$ cat src/rtl/ext_unit_pipe.sv
// ext_unit_pipe: immediate / load-data extension to XLEN bits,
// registered behind a valid/ready handshake with a 2-entry skid buffer.
module ext_unit_pipe #(
  parameter int XLEN      = 32,
  parameter int TAG_WIDTH = 5
) (
  input  logic                 clk,
  input  logic                 rst_n,
  input  logic                 in_valid,
  output logic                 in_ready,
  input  logic [31:0]          in_word,
  input  logic [2:0]           in_mode,
  input  logic [1:0]           in_off,
  input  logic                 in_uns,
  input  logic [TAG_WIDTH-1:0] in_tag,
  output logic                 out_valid,
  input  logic                 out_ready,
  output logic [XLEN-1:0]      out_data,
  output logic                 out_misalign,
  output logic [TAG_WIDTH-1:0] out_tag
);

  logic [31:0]          r32;
  logic                 e;
  logic                 mis;
  logic [7:0]           lb;
  logic [15:0]          lh;
  logic [XLEN-1:0]      x;

  logic                 m_valid;
  logic [XLEN-1:0]      m_data;
  logic                 m_mis;
  logic [TAG_WIDTH-1:0] m_tag;
  logic                 k_valid;
  logic [XLEN-1:0]      k_data;
  logic                 k_mis;
  logic [TAG_WIDTH-1:0] k_tag;
  logic                 rdy;
  logic                 acc;
  logic                 drn;

  // Field unpack and extension up to 32 bits; e carries the fill bit.
  always_comb begin
    r32 = '0;
    e   = 1'b0;
    mis = 1'b0;
    lb  = '0;
    lh  = '0;
    unique case (in_off)
      2'd0: lb = in_word[7:0];
      2'd1: lb = in_word[15:8];
      2'd2: lb = in_word[23:16];
      2'd3: lb = in_word[31:24];
    endcase
    lh = in_off[1] ? in_word[31:16] : in_word[15:0];
    unique case (in_mode)
      3'd0: begin
        e   = ~in_uns & in_word[31];
        r32 = {{20{e}}, in_word[31:20]};
      end
      3'd1: begin
        e   = ~in_uns & in_word[31];
        r32 = {{20{e}}, in_word[31:25],
               in_word[11:7]};
      end
      3'd2: begin
        e   = ~in_uns & in_word[31];
        r32 = {{19{e}}, in_word[31], in_word[7],
               in_word[30:25], in_word[11:8],
               1'b0};
      end
      3'd3: begin
        e   = ~in_uns & in_word[31];
        r32 = {in_word[31:12], 12'b0};
      end
      3'd4: begin
        e   = ~in_uns & in_word[31];
        r32 = {{11{e}}, in_word[31],
               in_word[19:12], in_word[20],
               in_word[30:21], 1'b0};
      end
      3'd5: begin
        e   = ~in_uns & lb[7];
        r32 = {{24{e}}, lb};
      end
      3'd6: begin
        mis = in_off[0];
        e   = ~in_uns & lh[15] & ~mis;
        r32 = mis ? '0 : {{16{e}}, lh};
      end
      3'd7: begin
        mis = (in_off != 2'd0);
        e   = ~in_uns & in_word[31] & ~mis;
        r32 = mis ? '0 : in_word;
      end
    endcase
  end

  generate
    if (XLEN > 32) begin : g_wide
      assign x = {{(XLEN-32){e}}, r32};
    end else begin : g_narrow
      assign x = r32;
    end
  endgenerate

  assign acc = in_valid && rdy;
  assign drn = m_valid && out_ready;

  // Main/skid registers; K only fills when M stalls, refills M on drain.
  always_ff @(posedge clk or negedge rst_n) begin
    if (!rst_n) begin
      m_valid <= 1'b0;
      m_data  <= '0;
      m_mis   <= 1'b0;
      m_tag   <= '0;
      k_valid <= 1'b0;
      k_data  <= '0;
      k_mis   <= 1'b0;
      k_tag   <= '0;
      rdy     <= 1'b1;
    end else if (k_valid) begin
      if (drn) begin
        m_data  <= k_data;
        m_mis   <= k_mis;
        m_tag   <= k_tag;
        k_valid <= 1'b0;
        rdy     <= 1'b1;
      end
    end else if (acc) begin
      if (!m_valid || drn) begin
        m_valid <= 1'b1;
        m_data  <= x;
        m_mis   <= mis;
        m_tag   <= in_tag;
      end else begin
        k_valid <= 1'b1;
        k_data  <= x;
        k_mis   <= mis;
        k_tag   <= in_tag;
        rdy     <= 1'b0;
      end
    end else if (drn) begin
      m_valid <= 1'b0;
    end
  end

  assign in_ready     = rdy;
  assign out_valid    = m_valid;
  assign out_data     = m_data;
  assign out_misalign = m_mis;
  assign out_tag      = m_tag;

endmodule

$ cat config.mk
export PLATFORM = sky130hd
export DESIGN_NAME = ext_unit_pipe
export DESIGN_NICKNAME = d
export VERILOG_FILES = /design/src/rtl/ext_unit_pipe.sv
export SDC_FILE = /design/constraint.sdc
export NUM_CORES = 1
export LEC_CHECK = 0
export BUFFER_PORTS_ARGS = -buffer_cell sky130_fd_sc_hd__buf_2
export CORE_ASPECT_RATIO = 1.1
export CORE_MARGIN = 2
export CORE_UTILIZATION = 49
export CTS_BUF_LIST = sky130_fd_sc_hd__clkbuf_8
export DETAILED_ROUTE_END_ITERATION = 10
export MAX_ROUTING_LAYER = met4
export PLACE_DENSITY = 0.73
export SETUP_SLACK_MARGIN = 0.5
export SLEW_MARGIN = 10
export SYNTH_ARGS = -nofsm -noshare
export SYNTH_HDL_FRONTEND = slang
export SYNTH_SLANG_ARGS = --single-unit
$ cat constraint.sdc
create_clock -name clk -period 2.7 [get_ports clk]
set_input_delay 0.135 -clock clk [delete_from_list [all_inputs] [get_ports clk]]
set_output_delay 0.135 -clock clk [all_outputs]
set_load 0.03 [all_outputs]
Yosys cells after proc, flatten, opt, wreduce, memory -nomap -nowiden --
Cells that the tools add are included.
Word-level totals: register bits after elaboration 79, logic and storage cells 73
Cells by class: reductions and logical operators 14, muxes and demuxes 29, equality and inequality tests 13, bitwise logic cells 8
Operator list (number):
- $pmux W32 S8 | 1
- $mux W32 | 6
- $pmux W8 S4 | 1
- $mux W5 | 4
- $mux W16 | 1
- $mux W1 | 15
- $eq A3 B3 Y1 const B | 4
- $reduce_and A3 Y1 | 4
- $reduce_bool A2 Y1 | 4
- $eq A3 B2 Y1 const B | 2
- $and A1 B1 Y1 | 4
- $eq A2 B2 Y1 const B | 2
- $ne A2 B1 Y1 const B | 2
- $not A1 Y1 | 4
- $eq A3 B1 Y1 const B | 1
- $logic_not A3 Y1 | 1
- $eq A2 B1 Y1 const B | 1
- $logic_and A1 B1 Y1 | 2
- $logic_not A2 Y1 | 1
- $ne A2 B2 Y1 const B | 1
- $pmux W1 S2 | 1
- $logic_not A1 Y1 | 1
- $logic_or A1 B1 Y1 | 1

Longest topological paths before layout --
depth after elaboration 8, depth in mapped cells 7, gate-level depth less buffers 4

Worst setup path after synthesis --
OpenSTA, ideal clock, no wires.
path type reg-to-reg, start reg m_valid (netlist: out_valid), end reg m_data[16] (netlist: out_data[16]), arrival time 1.615 ns, data required time 2.613 ns, setup time 0.087 ns, path buffers 2, stages on the path, launching flop included 7, setup slack 0.998 ns, cells stage by stage dfrtp_1 nor2b_1 a21o_1 buf_2 clkbuf_1 nand2_1 a22oi_1
Between the ends: longest elaborated chain between the ends 4, elaborated cells between the ends (all ways) 6, those cells by class eq/ne (1); reduce/logical (5)
RTL lines:
- start: declaration | line 30 | logic m_valid;
- start signal: assignment | line 113 | m_valid <= 1'b0;
- start signal: assignment | line 132 | m_valid <= 1'b1;
- start signal: assignment | line 144 | m_valid <= 1'b0;
- $logic_not A1 Y1 / $logic_and A1 B1 Y1 (equally long branches) | line 131, 108
- $logic_or A1 B1 Y1 | line 131 | if (!m_valid || drn) begin
- $reduce_bool A2 Y1 (no source line)
- $reduce_and A3 Y1 (no source line) *
- end signal: assignment | line 124 | m_data <= k_data;
- end: declaration | line 31 | logic [XLEN-1:0] m_data;
Mark *: on every way between the ends. The rest lies on a longest branch, timed or not. A chain may end at the register's enable or synchronous reset.

Worst setup path after layout --
start reg rdy (netlist: in_ready), end reg m_data[24] (netlist: out_data[24])
Between the ends: longest elaborated chain between the ends 3
RTL lines:
- start: declaration | line 38 | logic rdy;
- start signal: assignment | line 121 | rdy <= 1'b1;
- start signal: assignment | line 128 | rdy <= 1'b1;
- start signal: assignment | line 141 | rdy <= 1'b0;
- $logic_and A1 B1 Y1 | line 107 | assign acc = in_valid && rdy;
- $reduce_bool A2 Y1 (no source line)
- $reduce_and A3 Y1 (no source line)
No other way between the ends.

==> out/metrics.yaml <==
timing:
  final-hold-violation-count: 0
  skew_ps: 13.4
  fmax_ghz: 0.535
  fin_crit_ps: 1870
  maxSlewViolCount: 0
  fin_crit_sh_pct: 69.2
  rsz0062_at_grt: "false"
  finalSetupViolations: 0
  setup_slack_ps: 831
  max_slew_margin_pct: 33.7
  tightestPinTransition_ps: 994
  fin_hold_ws_ps: 35.8
  tns_ps: 0
synth:
  yosys.cell_types.count: 52
  yosys.cell_count.top_type: "dfrtp_1"
  synth-edff-count: 0
  ys_ff_latch: 79
  synth_top_area_cell: "dfrtp_1"
  synth.area.top_cells: "dfrtp_1 46%, nand2_1 6.5%, o21ai_0 4.9%"
  syn_avg_cell_area_um2: 9.52
  synth_cells: 446
  synthArstFlopShare_pct: 100
  synth_area_um2: 4250
  yosysWarnings: 0
  yosysSeqAreaShare_pct: 46.6
  synthTopCellsByCount: "78 x dfrtp_1, 74 x nand2_1, 42 x o21ai_0"
  syn_nets: 493
  synthFlopType: "dfrtp_1"
  yosysTopAreaCellShare_pct: 45.9
power:
  swShare_pct: 27.5
  clock_power_share_pct: 37.9
  leakagePower_nw: 2.35
  p_int_mw: 1.73
  power_density_nw_per_um2: 483
  switching_power_mw: 0.656
  p_seq_share_pct: 50.0
  worst_ir_drop_vdd_mv: 0.330
  combPwrFrac_pct: 12.1
finish:
  diodes: 0
  drive_gt1_share_pct: 24.9
  final_net_count: 568
  stdcell_area_um2: 4950
  syn2layout_area_growth_pct: 16.5
  finish.utilization_pct: 58.9
global_routing:
  grt_overflow_total: 0
  grt_max_degree: 80
  antenna_found_initial: 0
  grtUsageTotal_pct: 27.1
  grt_pass1_wl_um: 19300
  grt_pass1_vias: 3712
placed_design:
  hpwl_um: 8380
  port_buffers: 86
  pre_cts_ws_ps: 761
  place_area_um2: 4690
  globalplace.congestion: 1.04
clock_network:
  clk_path_buf_depth: 2
  cts-htree-levels: 3
  insertion_delay_ps: 360
  cts_tree: "done"
  cts_made_buffers: 9
  cts_root_buffer: "clkbuf_8"
  post-cts-setup-buffers: 0
  clock-sinks: 79
  clk_pin_slew_ps: 90
die:
  initial_core_util_pct: 50.5
  die_w_um: 92.8
  pin_count: 87
  fp.dieArea_um2: 9430
  placementRows: 35
  core_um2: 8410
  die_h_um: 102
routing:
  drt-total-wl_um: 12000
  wl_per_cell_um: 18.9
  drtPass1Iterations: 5
  drt_iter0_drc: 331
  drt-vias-per-instance: 6.03
  drc: 0
  ant_nets: 0
  vias: 3840
critical_path:
  crit_chain: "and3b_1, nand2_1, nor3_4, buf_4, a22oi_1"
  critPathLaunchType: "register"
  critPathRequiredTime_ps: 2920
  endpoint_kind: "register"
  critPathMaxStageDelay_ps: 570
  path_max_fanout: 16
  cpMaxStageDelayCell: "dfstp_2"
  arrival_ps: 2090
  crit_type: "reg -> reg"
hold_path:
  holdCritPathClass: "in -> reg"
job:
  maxCapViolations: 0
run_status:
  outcome: "finished clean"
==> power by group through the flow <==
stage	clock network (mW)	logic [mW]	registers (mW)
after floorplan	0	0.148	1.23
after global placement	0	0.276	1.22
after CTS	0.916	0.288	1.19
after detailed placement	0	0.280	1.22
final	0.905	0.289	1.19
after global routing	0.964	0.315	1.19
==> cell usage in the layout (no fill, tap or decap), types with 8 or more instances in the layout <==
cell,instances
o21ai_0,42
dfrtp_1,78
clkbuf_8,9
a211oi_1,9
nand3_1,11
o211ai_1,11
buf_2,85
mux2i_1,8
nor2_1,21
a32o_1,10
nand2_1,74
a22oi_1,17
a21oi_1,40
buf_4,11
==> area by class of cell <==
cell class                      instances  area (µm²)
Multi-Input combinational cell        323        2040
Sequential cell                        79        1980
Clock inverter                          7        77.6
Clock buffer                            9         124
Tap cell                              111         139
Timing Repair Buffer                  102         568
Fill cell                             767        3460
Inverter                                6        22.5
==> worst paths after layout <==
check / slack (ps) / start / cells past startpoint / endpoint
max: 830 / in_ready / 5 / out_data[24]
min: 40 / out_ready / 2 / k_valid
max reg2reg: 830 / in_ready / 5 / out_data[24]
min reg2reg: 480 / k_mis / 2 / k_mis
max in group asynchronous: 1570 / rst_n / 2 / out_data[20]
min in group asynchronous: 470 / rst_n / 2 / out_data[13]
==> flip-flops by register name (all words and copies together) (netlist names) <==
| name | flops |
|---|---|
| in_ready | 1 |
| k_data | 32 |
| k_mis | 1 |
| k_tag | 5 |
| k_valid | 1 |
| out_data | 32 |
| out_misalign | 1 |
| out_tag | 5 |
| out_valid | 1 |
==> logic make-up (layout without fill, tap and decap cells) <==
logic type / count (synthesis) / in the layout / synth area share (%)
flops: 79 / 79 / 46.6
fa+ha+maj: 1 / 1 / 0.236
xor+xnor: 1 / 1 / 0.206
simple gates: 147 / 147 / 17.0
buf+inv: 44 / 124 / 5.42
mux: 16 / 16 / 5.60
compound gates: 158 / 158 / 25.0
==> routing by layer <==
metal  routed length (µm)  global-route usage, %  share of wire [%]
met1                 5170                   35.6                 43
met2                 5810                   42.7                 48
met3                  762                   4.84                6.3
met4                  288                   9.73                2.4
met5                    0                      -                  0
==> timing repair <==
action,4_1_cts,5_1_grt
hold buffers,6,0
resized for setup,0,0
hold endpoints to repair,67,0
==> metrics by stage <==
stage | std cells | power (mW)
2_1_floorplan | 446 | 1.38
3_3_place_gp | 615 | 1.49
3_5_place_dp | 615 | 1.50
4_1_cts | 637 | 2.40
5_1_grt | 637 | 2.47
6_report | 637 | 2.39
==> worst max-delay path: cells and delay by family (launching register included) <==
family                 cells  cell delay, ps
AOI/OAI and AO/OA          1             120
and+or+nand+nor            3             770
DFF                        1             570
buffers and inverters      1             260
No activity file was read; power rests on OpenSTA's default activity.
